File: config.mk
export PLATFORM = sky130hd
export DESIGN_NAME = lfsr_reg_bank
export DESIGN_NICKNAME = d
export VERILOG_FILES = /design/src/rtl/lfsr_reg_bank.sv
export SDC_FILE = /design/constraint.sdc
export NUM_CORES = 1
export LEC_CHECK = 0
export ABC_AREA = 1
export CAP_MARGIN = 25
export CELL_PAD_IN_SITES_DETAIL_PLACEMENT = 1
export CELL_PAD_IN_SITES_GLOBAL_PLACEMENT = 1
export CORE_MARGIN = 4
export CORE_UTILIZATION = 48
export DETAILED_ROUTE_END_ITERATION = 12
export GPL_ROUTABILITY_DRIVEN = 0
export GPL_TIMING_DRIVEN = 1
export PLACE_DENSITY_LB_ADDON = 0.12
export REMOVE_ABC_BUFFERS = 1
export SLEW_MARGIN = 20
export SYNTH_ARGS = -nofsm -noshare
export SYNTH_HDL_FRONTEND = slang
export SYNTH_SLANG_ARGS = --single-unit
File: constraint.sdc
create_clock -name clk -period 14 [get_ports clk]
set_input_delay 4.2 -clock clk [delete_from_list [all_inputs] [get_ports clk]]
set_output_delay 4.2 -clock clk [all_outputs]
set_load 0.05 [all_outputs]
File: src/rtl/lfsr_reg_bank.sv
// Multi-channel register bank. Each channel has its own Galois LFSR; writes come from switches or from LFSR steps.
// Optional write counter: define LFSR_BANK_WRCNT_EN to build wr_count, otherwise it is tied to zero.
module lfsr_reg_bank #(
    parameter int              WIDTH        = 16,
    parameter int              NCH          = 4,
    parameter logic [WIDTH-1:0] TAPS        = 16'hB400,
    parameter logic [WIDTH-1:0] SEED_DEFAULT = 16'h1ACE,
    parameter int              DB_CYC       = 1_000_000,
    parameter int              HOLD_CYC     = 50_000_000,
    parameter int              REP_CYC      = 500_000,
    localparam int             CW           = (NCH > 1) ? $clog2(NCH) : 1
) (
    input  logic             clk,
    input  logic             rst_n,
    input  logic             mode,
    input  logic [WIDTH-1:0] sw_data,
    input  logic             we_manual,
    input  logic             btn_step,
    input  logic [CW-1:0]    wr_ch,
    input  logic [CW-1:0]    rd_ch,
    output logic [WIDTH-1:0] rd_data,
    output logic             wr_pulse,
    output logic [15:0]      wr_count
);

    localparam int            DB_W      = $clog2(DB_CYC + 1);
    localparam int            CNT_MAX   = (HOLD_CYC > REP_CYC) ? HOLD_CYC : REP_CYC;
    localparam int            CNT_W     = $clog2(CNT_MAX + 1);
    localparam logic [DB_W-1:0]  DB_LAST   = DB_W'(DB_CYC - 1);
    localparam logic [CNT_W-1:0] HOLD_LAST = CNT_W'(HOLD_CYC - 1);
    localparam logic [CNT_W-1:0] REP_LAST  = CNT_W'(REP_CYC - 1);
    localparam logic [CW:0]      NCH_W     = (CW + 1)'(NCH);

    typedef enum logic [1:0] {ST_IDLE = 2'd0, ST_DELAY = 2'd1, ST_REPEAT = 2'd2} state_t;

    function automatic logic [WIDTH-1:0] lfsr_next(input logic [WIDTH-1:0] v);
        return v[0] ? ((v >> 1) ^ TAPS) : (v >> 1);
    endfunction

    // Per-channel seed; an all-zero LFSR would lock up, so it falls back to the default.
    function automatic logic [WIDTH-1:0] seed_value(input logic [WIDTH-1:0] s, input int ch);
        logic [WIDTH-1:0] t;
        t = s ^ WIDTH'(ch);
        return (t == {WIDTH{1'b0}}) ? SEED_DEFAULT : t;
    endfunction

    logic             rst_meta_r, rst_sync_r;
    logic [1:0]       mode_sync_r, we_sync_r, btn_sync_r;
    logic             mode_s, mode_d_r, seed_load_s;
    logic [DB_W-1:0]  we_db_cnt_r, btn_db_cnt_r;
    logic             we_db_r, we_db_d_r, btn_db_r, btn_db_d_r;
    logic             we_press_s, btn_press_s;
    state_t           state_r, state_nx_s;
    logic [CNT_W-1:0] rep_cnt_r, rep_cnt_nx_s;
    logic             step_req_s, wr_ok_s;
    logic [WIDTH-1:0] seed_src_s, step_val_s;
    logic [WIDTH-1:0] regs_r [NCH];
    logic [WIDTH-1:0] lfsr_r [NCH];
    logic             wr_pulse_r;

    // Reset synchroniser: asserts asynchronously, releases on a clock edge.
    always_ff @(posedge clk or negedge rst_n) begin
        if (!rst_n) begin
            rst_meta_r <= 1'b0;
            rst_sync_r <= 1'b0;
        end else begin
            rst_meta_r <= 1'b1;
            rst_sync_r <= rst_meta_r;
        end
    end

    // Two-flop synchronisers for the raw board inputs, plus mode edge history.
    always_ff @(posedge clk or negedge rst_sync_r) begin
        if (!rst_sync_r) begin
            mode_sync_r <= 2'b00;
            we_sync_r   <= 2'b00;
            btn_sync_r  <= 2'b00;
            mode_d_r    <= 1'b0;
        end else begin
            mode_sync_r <= {mode_sync_r[0], mode};
            we_sync_r   <= {we_sync_r[0], we_manual};
            btn_sync_r  <= {btn_sync_r[0], btn_step};
            mode_d_r    <= mode_s;
        end
    end

    assign mode_s      = mode_sync_r[1];
    assign seed_load_s = mode_s & ~mode_d_r;

    // Debouncer for we_manual: state follows only after DB_CYC consecutive differing cycles.
    always_ff @(posedge clk or negedge rst_sync_r) begin
        if (!rst_sync_r) begin
            we_db_cnt_r <= {DB_W{1'b0}};
            we_db_r     <= 1'b0;
            we_db_d_r   <= 1'b0;
        end else begin
            we_db_d_r <= we_db_r;
            if (we_sync_r[1] == we_db_r) begin
                we_db_cnt_r <= {DB_W{1'b0}};
            end else if (we_db_cnt_r == DB_LAST) begin
                we_db_cnt_r <= {DB_W{1'b0}};
                we_db_r     <= we_sync_r[1];
            end else begin
                we_db_cnt_r <= we_db_cnt_r + DB_W'(1);
            end
        end
    end

    // Debouncer for btn_step, same scheme as we_manual.
    always_ff @(posedge clk or negedge rst_sync_r) begin
        if (!rst_sync_r) begin
            btn_db_cnt_r <= {DB_W{1'b0}};
            btn_db_r     <= 1'b0;
            btn_db_d_r   <= 1'b0;
        end else begin
            btn_db_d_r <= btn_db_r;
            if (btn_sync_r[1] == btn_db_r) begin
                btn_db_cnt_r <= {DB_W{1'b0}};
            end else if (btn_db_cnt_r == DB_LAST) begin
                btn_db_cnt_r <= {DB_W{1'b0}};
                btn_db_r     <= btn_sync_r[1];
            end else begin
                btn_db_cnt_r <= btn_db_cnt_r + DB_W'(1);
            end
        end
    end

    assign we_press_s  = we_db_r & ~we_db_d_r;
    assign btn_press_s = btn_db_r & ~btn_db_d_r;

    // Repeat FSM state register.
    always_ff @(posedge clk or negedge rst_sync_r) begin
        if (!rst_sync_r) begin
            state_r   <= ST_IDLE;
            rep_cnt_r <= {CNT_W{1'b0}};
        end else begin
            state_r   <= state_nx_s;
            rep_cnt_r <= rep_cnt_nx_s;
        end
    end

    // Repeat FSM next state: one step on press, then hold delay, then periodic auto-repeat.
    always_comb begin
        state_nx_s   = state_r;
        rep_cnt_nx_s = rep_cnt_r;
        step_req_s   = 1'b0;
        if (!mode_s) begin
            state_nx_s   = ST_IDLE;
            rep_cnt_nx_s = {CNT_W{1'b0}};
        end else begin
            case (state_r)
                ST_IDLE: begin
                    if (btn_press_s) begin
                        step_req_s   = 1'b1;
                        state_nx_s   = ST_DELAY;
                        rep_cnt_nx_s = {CNT_W{1'b0}};
                    end else begin
                        state_nx_s = ST_IDLE;
                    end
                end
                ST_DELAY: begin
                    if (!btn_db_r) begin
                        state_nx_s   = ST_IDLE;
                        rep_cnt_nx_s = {CNT_W{1'b0}};
                    end else if (rep_cnt_r == HOLD_LAST) begin
                        step_req_s   = 1'b1;
                        state_nx_s   = ST_REPEAT;
                        rep_cnt_nx_s = {CNT_W{1'b0}};
                    end else begin
                        rep_cnt_nx_s = rep_cnt_r + CNT_W'(1);
                    end
                end
                ST_REPEAT: begin
                    if (!btn_db_r) begin
                        state_nx_s   = ST_IDLE;
                        rep_cnt_nx_s = {CNT_W{1'b0}};
                    end else if (rep_cnt_r == REP_LAST) begin
                        step_req_s   = 1'b1;
                        rep_cnt_nx_s = {CNT_W{1'b0}};
                    end else begin
                        rep_cnt_nx_s = rep_cnt_r + CNT_W'(1);
                    end
                end
                default: begin
                    state_nx_s   = ST_IDLE;
                    rep_cnt_nx_s = {CNT_W{1'b0}};
                end
            endcase
        end
    end

    assign wr_ok_s    = ({1'b0, wr_ch} < NCH_W);
    assign seed_src_s = (sw_data == {WIDTH{1'b0}}) ? SEED_DEFAULT : sw_data;
    assign step_val_s = lfsr_next(lfsr_r[wr_ch]);

    // Register/LFSR update; seed load beats a step, and a bad channel drops the write.
    always_ff @(posedge clk or negedge rst_sync_r) begin
        if (!rst_sync_r) begin
            for (int i = 0; i < NCH; i++) begin
                regs_r[i] <= {WIDTH{1'b0}};
                lfsr_r[i] <= seed_value(SEED_DEFAULT, i);
            end
            wr_pulse_r <= 1'b0;
        end else begin
            wr_pulse_r <= 1'b0;
            if (seed_load_s) begin
                for (int i = 0; i < NCH; i++) begin
                    lfsr_r[i] <= seed_value(seed_src_s, i);
                end
            end else if (step_req_s && wr_ok_s) begin
                lfsr_r[wr_ch] <= step_val_s;
                regs_r[wr_ch] <= step_val_s;
                wr_pulse_r    <= 1'b1;
            end else if (!mode_s && we_press_s && wr_ok_s) begin
                regs_r[wr_ch] <= sw_data;
                wr_pulse_r    <= 1'b1;
            end else begin
                wr_pulse_r <= 1'b0;
            end
        end
    end

    assign rd_data  = ({1'b0, rd_ch} < NCH_W) ? regs_r[rd_ch] : {WIDTH{1'b0}};
    assign wr_pulse = wr_pulse_r;

`ifdef LFSR_BANK_WRCNT_EN
    logic [15:0] wr_count_r;

    // Saturating count of visible register updates.
    always_ff @(posedge clk or negedge rst_sync_r) begin
        if (!rst_sync_r) begin
            wr_count_r <= 16'h0000;
        end else if (wr_pulse_r && (wr_count_r != 16'hFFFF)) begin
            wr_count_r <= wr_count_r + 16'h0001;
        end else begin
            wr_count_r <= wr_count_r;
        end
    end

    assign wr_count = wr_count_r;
`else
    assign wr_count = 16'h0000;
`endif

endmodule

After elaboration in Yosys (flattened, before gate mapping)
Cells that the tools add are included.
{ "word_totals": {"word_cells": 118, "output_inout_bits": 33, "in_bits": 25, "regBits": 210} }
{ "classes": {"n_addsub": 3, "bitwise": 15, "n_eq_ne": 11, "mux": 48, "n_reduce_logical": 15, "order_cmp": 3} }
{ "ops": {"columns": ["op", "n"], "rows": [
  ["two-way mux 64 bit", 4],
  ["bitwise mux 64 bit", 3],
  ["two-way mux 16 bit", 11],
  ["two-way mux 26 bit", 6],
  ["zero test 16 bit", 5],
  ["two-way mux 20 bit", 4],
  ["one-hot mux 26 bit (3 select lines)", 1],
  ["binary-select mux 16 bit (select 2 bit)", 2],
  ["adder 20 x 1 -> 20 bit, second input constant", 2],
  ["== test 20 bit, second input constant", 2],
  ["demux 16 bit (select 2 bit)", 1],
  ["adder 26 x 1 -> 26 bit, second input constant", 1],
  ["== test 26 x 19 -> 1 bit, second input constant", 1],
  ["== test 26 bit, second input constant", 1],
  ["two-way mux 1 bit", 10],
  ["two-way mux 2 bit", 4],
  ["NOT 1 bit", 8],
  ["AND reduction 2 bit", 4],
  ["greater-or-equal comparator 3 bit, second input constant", 2],
  ["inequality test 3 bit, second input constant", 2],
  ["NOT 2 -> 3 bit", 2],
  ["one-hot mux 2 bit (3 select lines)", 1],
  ["inequality test 4 bit, second input constant", 1],
  ["NOT 3 -> 4 bit", 1],
  ["other kinds (11)", 16]
]} }

Longest topological paths before layout
Gate-level depths: netlist of run 1.
{ "logic_depth": {"ltp_word": 9, "mapped_depth": 16, "ltp_nobuf": 14} }

Worst setup path after synthesis of run 1
OpenSTA, ideal clock, no wires.
{ "synth_timing": {"kind": "input port to output port", "startpoint": "in rd_ch[0]", "endpoint": "out rd_data[11]", "t_arrival_ns": 5.419, "path_stages": 4, "path_buffers": 1, "slack_ns": 4.381, "path_cell_list": "inv_1 clkbuf_1 o21ai_0 o22ai_1"} }
{ "synth_between": {"elab_chain_cells": 4} }
{ "synth_rtl": {"columns": ["item", "line_no", "text"], "rows": [
  ["from (decl)", "20", "input logic [CW-1:0] rd_ch,"],
  ["NOT 2 -> 3 bit (implied by the code)", "223", "assign rd_data = ({1'b0, rd_ch} < NCH_W) ? regs_r[rd_ch] : {WIDTH{1'b0}};"],
  ["binary-select mux 16 bit (select 2 bit)", "223", null],
  ["two-way mux 16 bit (implied by the code) (2 in series)", "223", null],
  ["to (decl)", "21", "output logic [WIDTH-1:0] rd_data,"]
]} }
Every way passes these cells. The select of a mux whose other input is x is not followed.

Final worst setup path of run 1
{ "layout_timing": {"startpoint": "in rd_ch[1]", "endpoint": "out rd_data[6]"} }
Same word-level chain as after synthesis.

==> metrics.txt, run 1 <==
final instance area=0.0136 mm2; htree depth=1; number of enable flip-flop cells after synthesis=0; arrival time worst endpoint=6.82 ns; Root Buffer=clkbuf_16; Detailed Route Iter0 Violations=790; Clock Path Buffers=3; outcome=finished clean; worst hold path class=reg2reg; sequential cell area=0.00530 mm2; Syn. warnings=0; pwr/cell area=116 mW/mm2; post-synthesis cell count=1735; Worst Skew=0.0140 ns; starting density of the core=49.3%; setup repair bufs after CTS=0; Multi-input gate area=0.00580 mm2; unrepaired setup endpoints after global routing=false; Synth top cells by count=nand2_1 (480), nor2_1 (273), nand3_1 (194), dfrtp_1 (178), inv_1 (144); endpoints failing setup=0; sequential power share=41.4%; Post-DRT Antenna Nets=0; total core area=0.0246 mm2; area delta synth->final=11.9%; first-pass GRT wire length=63.2 mm; initial antenna violation count=0; f_max=90.7 MHz; layout cell share with drive strength beyond 1=6.75%; worst-path maximum fanout=17; # rows=57; commonest register cell after synthesis=dfrtp_1; count leader, synth=nand2_1; Int Pwr=1.17 mW; critical path class=in2out; TritonCTS Buffers=25; Fill cells=3216; relative slew slack=34.2%; Die Y=167 um; register bit total from synthesis=210; Hold WS=0.349 ns; Setup crit end kind=output port; mapped cell area=0.0121 mm2; Resized cells post-CTS=0; Max-Cap Viols=0; Ports=58; register area share after synthesis=43.6%; Max IR drop VDD=0.0814 mV; syn_area_per_cell=7.00 um2; max-slew violations=0; cell taking the most area after synthesis=dfrtp_1; clock transition at the registers of the reported paths=0.06 ns; asr flop ratio synth=100%; part of the power in combinational logic=11.1%; dpl hpwl=25.2 mm; Hold Fails Final Rpt=0; Final Net Count=1763; Psw=0.410 mW; Static Leak=6.49 nW; vias in the first global route=12120; Die X=167 um; overall routing resource usage=27.1%; nature of the critical path startpoint=primary input; IO buf count=41; drc violations=0; TritonCTS sink count=210; number of hold buffers added after cts=0; via density per instance=5.58; minimum clock period=11.02 ns; CP Data Required Time=9.80 ns; Final period util=78.7%; Sw Ratio=25.9%; TritonRoute pass-1 iters=5; GRT overflow=0; transition time of the tightest slew-check pin=0.987 ns; routed wire length=38.3 mm; instance area at placement=0.0126 mm2; largest net degree at the start of global routing=149; Clock power frac=47.5%; Avg WL per Cell=18.5 um; Synth cell types=42; Yosys top cell area share=36.7%; Setup TNS=0 ns; CTS tree=yes; Skew-Pair Late Insertion Delay=0.52 ns; die area=0.0279 mm2; # diodes=0; Synth area leaders=dfrtp_1 (37%), nand2_1 (15%), nor2_1 (8.4%), nand3_1 (8.0%), dfstp_2 (6.9%); via total after detailed routing=11562
-- state kept, by name, indices dropped and copies added (netlist names), 20 cells and up --
signal / count
lfsr_r: 64
regs_r: 64
rep_cnt_r: 26
btn_db_cnt_r: 20
we_db_cnt_r: 20
-- metal layers --
metal / up-vias / wire (um) / part of all wire (%) / GRT usage, %
li1: 5524 / - / - / -
met1: 5690 / 17100 / 45 / 36.6
met2: 288 / 18800 / 49 / 46.8
met3: 60 / 1660 / 4.3 / 2.65
met4: 0 / 708 / 1.8 / 7.01
met5: - / 0 / 0 / 0
-- power by group through the flow --
stage               clock network [mW]  registers [mW]  logic [mW]
floorplan                            0           0.667       0.106
global placement                     0           0.663       0.166
detailed placement                   0           0.665       0.171
CTS                              0.762           0.654       0.173
global route                     0.793           0.656       0.192
finish                           0.751           0.654       0.175
-- worst max-delay path, stage by stage --
cell and delay, ns:
clkdlybuf4s50_1 0.78, inv_1 0.59, o21ai_0 0.21, o22ai_1 0.19, clkdlybuf4s50_1 0.84
-- placed cells by master (no fill, tap or decap), drive strengths merged, types with 29 or more instances in the layout --
cell,netlist,final
a21oi,30,30
o22ai,29,29
dfrtp,178,178
clkbuf,49,29
nand2,484,484
nand3,198,198
clkdlybuf4s50,0,40
nor2,275,275
inv,149,149
o21ai,145,145
dfstp,32,32
-- through the flow --
step	worst slack, ns	power [mW]	util, %	std cells
after global placement	2.55	0.829	51.2	2026
after detailed placement	2.32	0.836	51.2	2026
final	2.98	1.58	55.2	2073
after global routing	2.82	1.64	55.2	2073
after CTS	2.32	1.59	55.1	2071
after floorplan	4.26	0.772	-	1646
-- area by class of cell --
type | count | share of cell area (%)
Multi-Input combinational cell | 1285 | 42.7
Sequential cell | 210 | 39.0
Tap cell | 324 | 2.99
Clock buffer | 29 | 4.86
Inverter | 151 | 4.17
Timing Repair Buffer | 58 | 4.13
Clock inverter | 16 | 2.09
-- kinds of logic after synthesis --
kind of cell    share of synthesized area (%)
simple gates                             35.1
flops                                    43.6
fa+ha+maj                               0.721
compound gates                           9.53
xor+xnor                                 1.59
buf+inv                                  9.23
mux                                     0.185
other cells                            0.0619
-- worst paths after layout --
check                              start            end  slack [ns]  cells past startpoint
setup / recovery                rd_ch[1]     rd_data[6]        2.98                      5
hold / removal             btn_sync_r[0]  btn_sync_r[1]        0.35                      0
setup reg to reg            rep_cnt_r[0]     regs_r[15]       10.14                     15
hold reg to reg            btn_sync_r[0]  btn_sync_r[1]        0.35                      0
max in group asynchronous          rst_n     rst_sync_r       10.03                      1
min in group asynchronous     rst_sync_r  rep_cnt_r[12]        0.42                      0
Power figures use the tool's default switching activity.
==> inputs of run 2 (changes only) <==
--- a/config.mk
+++ b/config.mk
@@ -10,7 +10,7 @@
 export CELL_PAD_IN_SITES_DETAIL_PLACEMENT = 1
 export CELL_PAD_IN_SITES_GLOBAL_PLACEMENT = 1
 export CORE_MARGIN = 4
-export CORE_UTILIZATION = 48
+export CORE_UTILIZATION = 45
 export DETAILED_ROUTE_END_ITERATION = 12
 export GPL_ROUTABILITY_DRIVEN = 0
 export GPL_TIMING_DRIVEN = 1
==> constraint.sdc (replaced) <==
create_clock -name clk -period 11.5 [get_ports clk]
set_input_delay 3.45 -clock clk [delete_from_list [all_inputs] [get_ports clk]]
set_output_delay 3.45 -clock clk [all_outputs]
set_load 0.05 [all_outputs]
==> metrics.txt, run 2 (synthesized netlist as in run 1, its figures left out) <==
unrepaired setup endpoints after global routing=false; pwr/cell area=136 mW/mm2; commonest non-fill, non-tap cells in the layout=nand2_1 (480), nor2_1 (270), nand3_1 (194); Detailed Route Iter0 Violations=818; outcome=finished clean; TritonCTS Buffers=25; Post-DRT Antenna Nets=0; via total after detailed routing=11498; number of hold buffers added after cts=0; arrival time worst endpoint=6.07 ns; die area=0.0297 mm2; commonest non-fill, non-tap cell in the layout=nand2_1; Static Leak=6.46 nW; drc violations=0; Sw Ratio=26.6%; vias in the first global route=12062; TritonRoute pass-1 iters=5; via density per instance=5.51; Non-Filler Instances=2087; total core area=0.0263 mm2; part of the power in combinational logic=11.7%; Clock Path Buffers=3; critical path class=in2out; Worst Skew=0.00800 ns; initial antenna violation count=0; Root Buffer=clkbuf_16; Final period util=82.8%; Setup TNS=0 ns; endpoints failing setup=0; Clock power frac=44.8%; area delta synth->final=11.5%; clock transition at the registers of the reported paths=0.05 ns; Die X=172 um; placed cell count=2040; max-slew violations=0; Die Y=172 um; starting density of the core=46.2%; worst-path maximum fanout=17; Hold Fails Final Rpt=0; GRT overflow=0; sequential power share=43.4%; TritonCTS sink count=210; htree depth=1; Ports=58; Avg WL per Cell=18.3 um; setup repair bufs after CTS=0; biggest regs=lfsr_r x64, regs_r x64, rep_cnt_r x26; Int Pwr=1.35 mW; CP Data Required Time=8.05 ns; Max IR drop VDD=0.196 mV; Resized cells post-CTS=0; relative slew slack=36.8%; # diodes=0; Final Net Count=1766; largest net degree at the start of global routing=144; minimum clock period=9.52 ns; layout cell share with drive strength beyond 1=6.45%; f_max=105 MHz; Skew-Pair Late Insertion Delay=0.53 ns; CTS tree=yes; Pwr Total=1.83 mW; overall routing resource usage=26.2%; IO buf count=41; first-pass GRT wire length=63.3 mm; Setup crit end kind=output port; Psw=0.488 mW; dpl hpwl=25.4 mm; # rows=59; routed wire length=38.1 mm; transition time of the tightest slew-check pin=0.947 ns; worst hold path class=reg2reg; nature of the critical path startpoint=primary input; Max-Cap Viols=0
==> run 2: cell types whose count changed in the layout (fill, tap and decap cells not counted), moves of 2 or more <==
cell / change
buf_8: +2
clkinv_2: -3
bufinv_16: -4
clkbuf_1: +6
==> run 2: worst paths after layout <==
kind / slack [ns] / to / startpoint / cells after the start
worst max register to register: 7.81 / regs_r[11] / rep_cnt_r[0] / 16
min in group asynchronous: 0.46 / rep_cnt_r[12] / rst_sync_r / 0
worst min register to register: 0.35 / we_sync_r[1] / we_sync_r[0] / 0
max in group asynchronous: 8.29 / rst_sync_r / rst_n / 1
worst max-delay path: 1.98 / rd_data[14] / rd_ch[1] / 5
worst min-delay path: 0.35 / we_sync_r[1] / we_sync_r[0] / 0
==> run 2: layout make-up <==
type	count	area, um2
clock inverter	9	149
sequential	210	5300
tap	335	419
clock buffer	36	697
timing repair buffer	61	603
inverter	151	567
fill	3401	12700
multi-input combinational	1285	5800
==> run 2: through the flow <==
step,utilization (%),hold slack [ns],setup slack [ns],instance area [um2]
after CTS,51.4,0.357,1.98,13500
after floorplan,-,0.331,3.26,11600
after global routing,51.5,0.367,1.83,13500
after detailed placement,48.2,0.336,1.97,12700
after global placement,48.1,0.335,2.10,12600
final,51.5,0.354,1.98,13500
==> run 2: power groups by stage <==
| stage | Sequential [mW] | Clock [mW] | Combinational, mW |
|---|---|---|---|
| final | 0.797 | 0.822 | 0.215 |
| after global routing | 0.800 | 0.876 | 0.238 |
| after CTS | 0.797 | 0.844 | 0.213 |
| after detailed placement | 0.810 | 0 | 0.211 |
| after global placement | 0.808 | 0 | 0.204 |
| after floorplan | 0.811 | 0 | 0.129 |
==> run 2: worst max-delay path, cell delays in order <==
cell             delay, ns
clkdlybuf4s50_1       0.77
inv_1                 0.61
o21ai_0               0.22
o22ai_1               0.17
clkdlybuf4s50_1       0.84
==> run 2: routing by layer <==
layer | wire (um) | track usage (%) | part of all wire (%) | vias to the layer above
li1 | - | - | - | 5538
met1 | 17300 | 35.7 | 45 | 5668
met2 | 18500 | 45.1 | 49 | 232
met3 | 1410 | 2.58 | 3.7 | 60
met4 | 932 | 6.60 | 2.4 | 0
met5 | 0 | 0 | 0 | -
==> inputs of run 3 (changes only) <==
==> constraint.sdc (replaced) <==
create_clock -name clk -period 9.95 [get_ports clk]
set_input_delay 2.985 -clock clk [delete_from_list [all_inputs] [get_ports clk]]
set_output_delay 2.985 -clock clk [all_outputs]
set_load 0.05 [all_outputs]
==> metrics.txt, run 3 (synthesized netlist as in run 1, its figures left out) <==
Fill cells=3383; routed wire length=37.8 mm; Resized cells post-CTS=0; dpl hpwl=25.4 mm; placed cell count=2040; endpoints failing setup=0; relative slew slack=31.9%; Non-Filler Instances=2085; Setup TNS=0 ns; Clock Path Buffers=3; Final Net Count=1764; Final period util=86.8%; TritonRoute pass-1 iters=6; via density per instance=5.48; die area=0.0297 mm2; Ports=58; Avg WL per Cell=18.1 um; Die Y=172 um; nature of the critical path startpoint=primary input; CTS tree=yes; outcome=finished clean; sequential cell area=0.00530 mm2; pwr/cell area=158 mW/mm2; setup repair bufs after CTS=0; Post-DRT Antenna Nets=0; total core area=0.0263 mm2; Detailed Route Iter0 Violations=853; number of hold buffers added after cts=0; overall routing resource usage=26.0%; vias in the first global route=11769; GRT overflow=0; htree depth=1; Multi-input gate area=0.00580 mm2; arrival time worst endpoint=5.65 ns; Static Leak=6.45 nW; worst hold path class=reg2reg; layout cell share with drive strength beyond 1=6.34%; critical path class=in2out; TritonCTS Buffers=25; TritonCTS sink count=210; f_max=116 MHz; transition time of the tightest slew-check pin=1.02 ns; first-pass GRT wire length=62.8 mm; starting density of the core=46.2%; Skew-Pair Late Insertion Delay=0.52 ns; worst-path maximum fanout=33; area delta synth->final=11.4%; commonest non-fill, non-tap cell in the layout=nand2_1; Worst Skew=0.0146 ns; IO buf count=41; Hold Fails Final Rpt=0; Setup crit end kind=output port; CP Data Required Time=6.97 ns; # rows=59; commonest non-fill, non-tap cells in the layout=nand2_1 (479), nor2_1 (270), nand3_1 (194); Max IR drop VDD=0.113 mV; clock transition at the registers of the reported paths=0.05 ns; # diodes=0; biggest regs=lfsr_r x64, regs_r x64, rep_cnt_r x26; Max-Cap Viols=0; drc violations=0; minimum clock period=8.64 ns; via total after detailed routing=11416; Root Buffer=clkbuf_16; Die X=172 um; largest net degree at the start of global routing=159; initial antenna violation count=0; unrepaired setup endpoints after global routing=false; max-slew violations=0
[run 3: worst max-delay path: stages]
cell and delay, ns:
clkdlybuf4s50_1 0.40, buf_4 0.24, inv_1 0.73, o21ai_0 0.20
o22ai_1 0.21, clkdlybuf4s50_1 0.87
[run 3: final timing paths]
kind                       slack (ns)  cells past startpoint              end     startpoint
max                              1.31                      6      rd_data[14]       rd_ch[0]
min                              0.35                      0    btn_sync_r[1]  btn_sync_r[0]
max reg2reg                      6.23                     13        lfsr_r[8]   rep_cnt_r[0]
min reg2reg                      0.35                      0    btn_sync_r[1]  btn_sync_r[0]
max in group asynchronous        7.18                      1       rst_sync_r          rst_n
min in group asynchronous        0.38                      0  we_db_cnt_r[10]     rst_sync_r
[run 3: through the flow]
step           power (mW)  util (%)  hold slack [ns]  setup WS, ns  instance area (um2)
2_1_floorplan        1.09         -            0.331          2.64                11600
3_3_place_gp         1.17      48.1            0.333          1.41                12600
3_5_place_dp         1.18      48.2            0.337          1.32                12700
4_1_cts              2.16      51.4            0.351          1.32                13500
5_1_grt              2.23      51.5            0.356          1.16                13500
6_report             2.14      51.5            0.347          1.31                13500
[run 3: layer usage]
layer / vias up / GRT usage, % / share of wire (%)
met5: - / 0 / 0
met3: 52 / 2.42 / 3.3
li1: 5528 / - / -
met1: 5655 / 36.4 / 46
met4: 0 / 5.98 / 2.1
met2: 181 / 44.2 / 48
[run 3: cell type report]
| type | count | area share [%] |
|---|---|---|
| inverter | 151 | 4.19 |
| sequential | 210 | 39.2 |
| clock buffer | 36 | 5.08 |
| clock inverter | 9 | 1.28 |
| multi-input combinational | 1285 | 42.9 |
| tap | 335 | 3.10 |
| timing repair buffer | 59 | 4.24 |
[run 3: power breakdown]
part           total, mW  internal, mW  switching [mW]
registers          0.919         0.902          0.0172
clock network      0.972         0.607           0.364
logic              0.247        0.0639           0.183
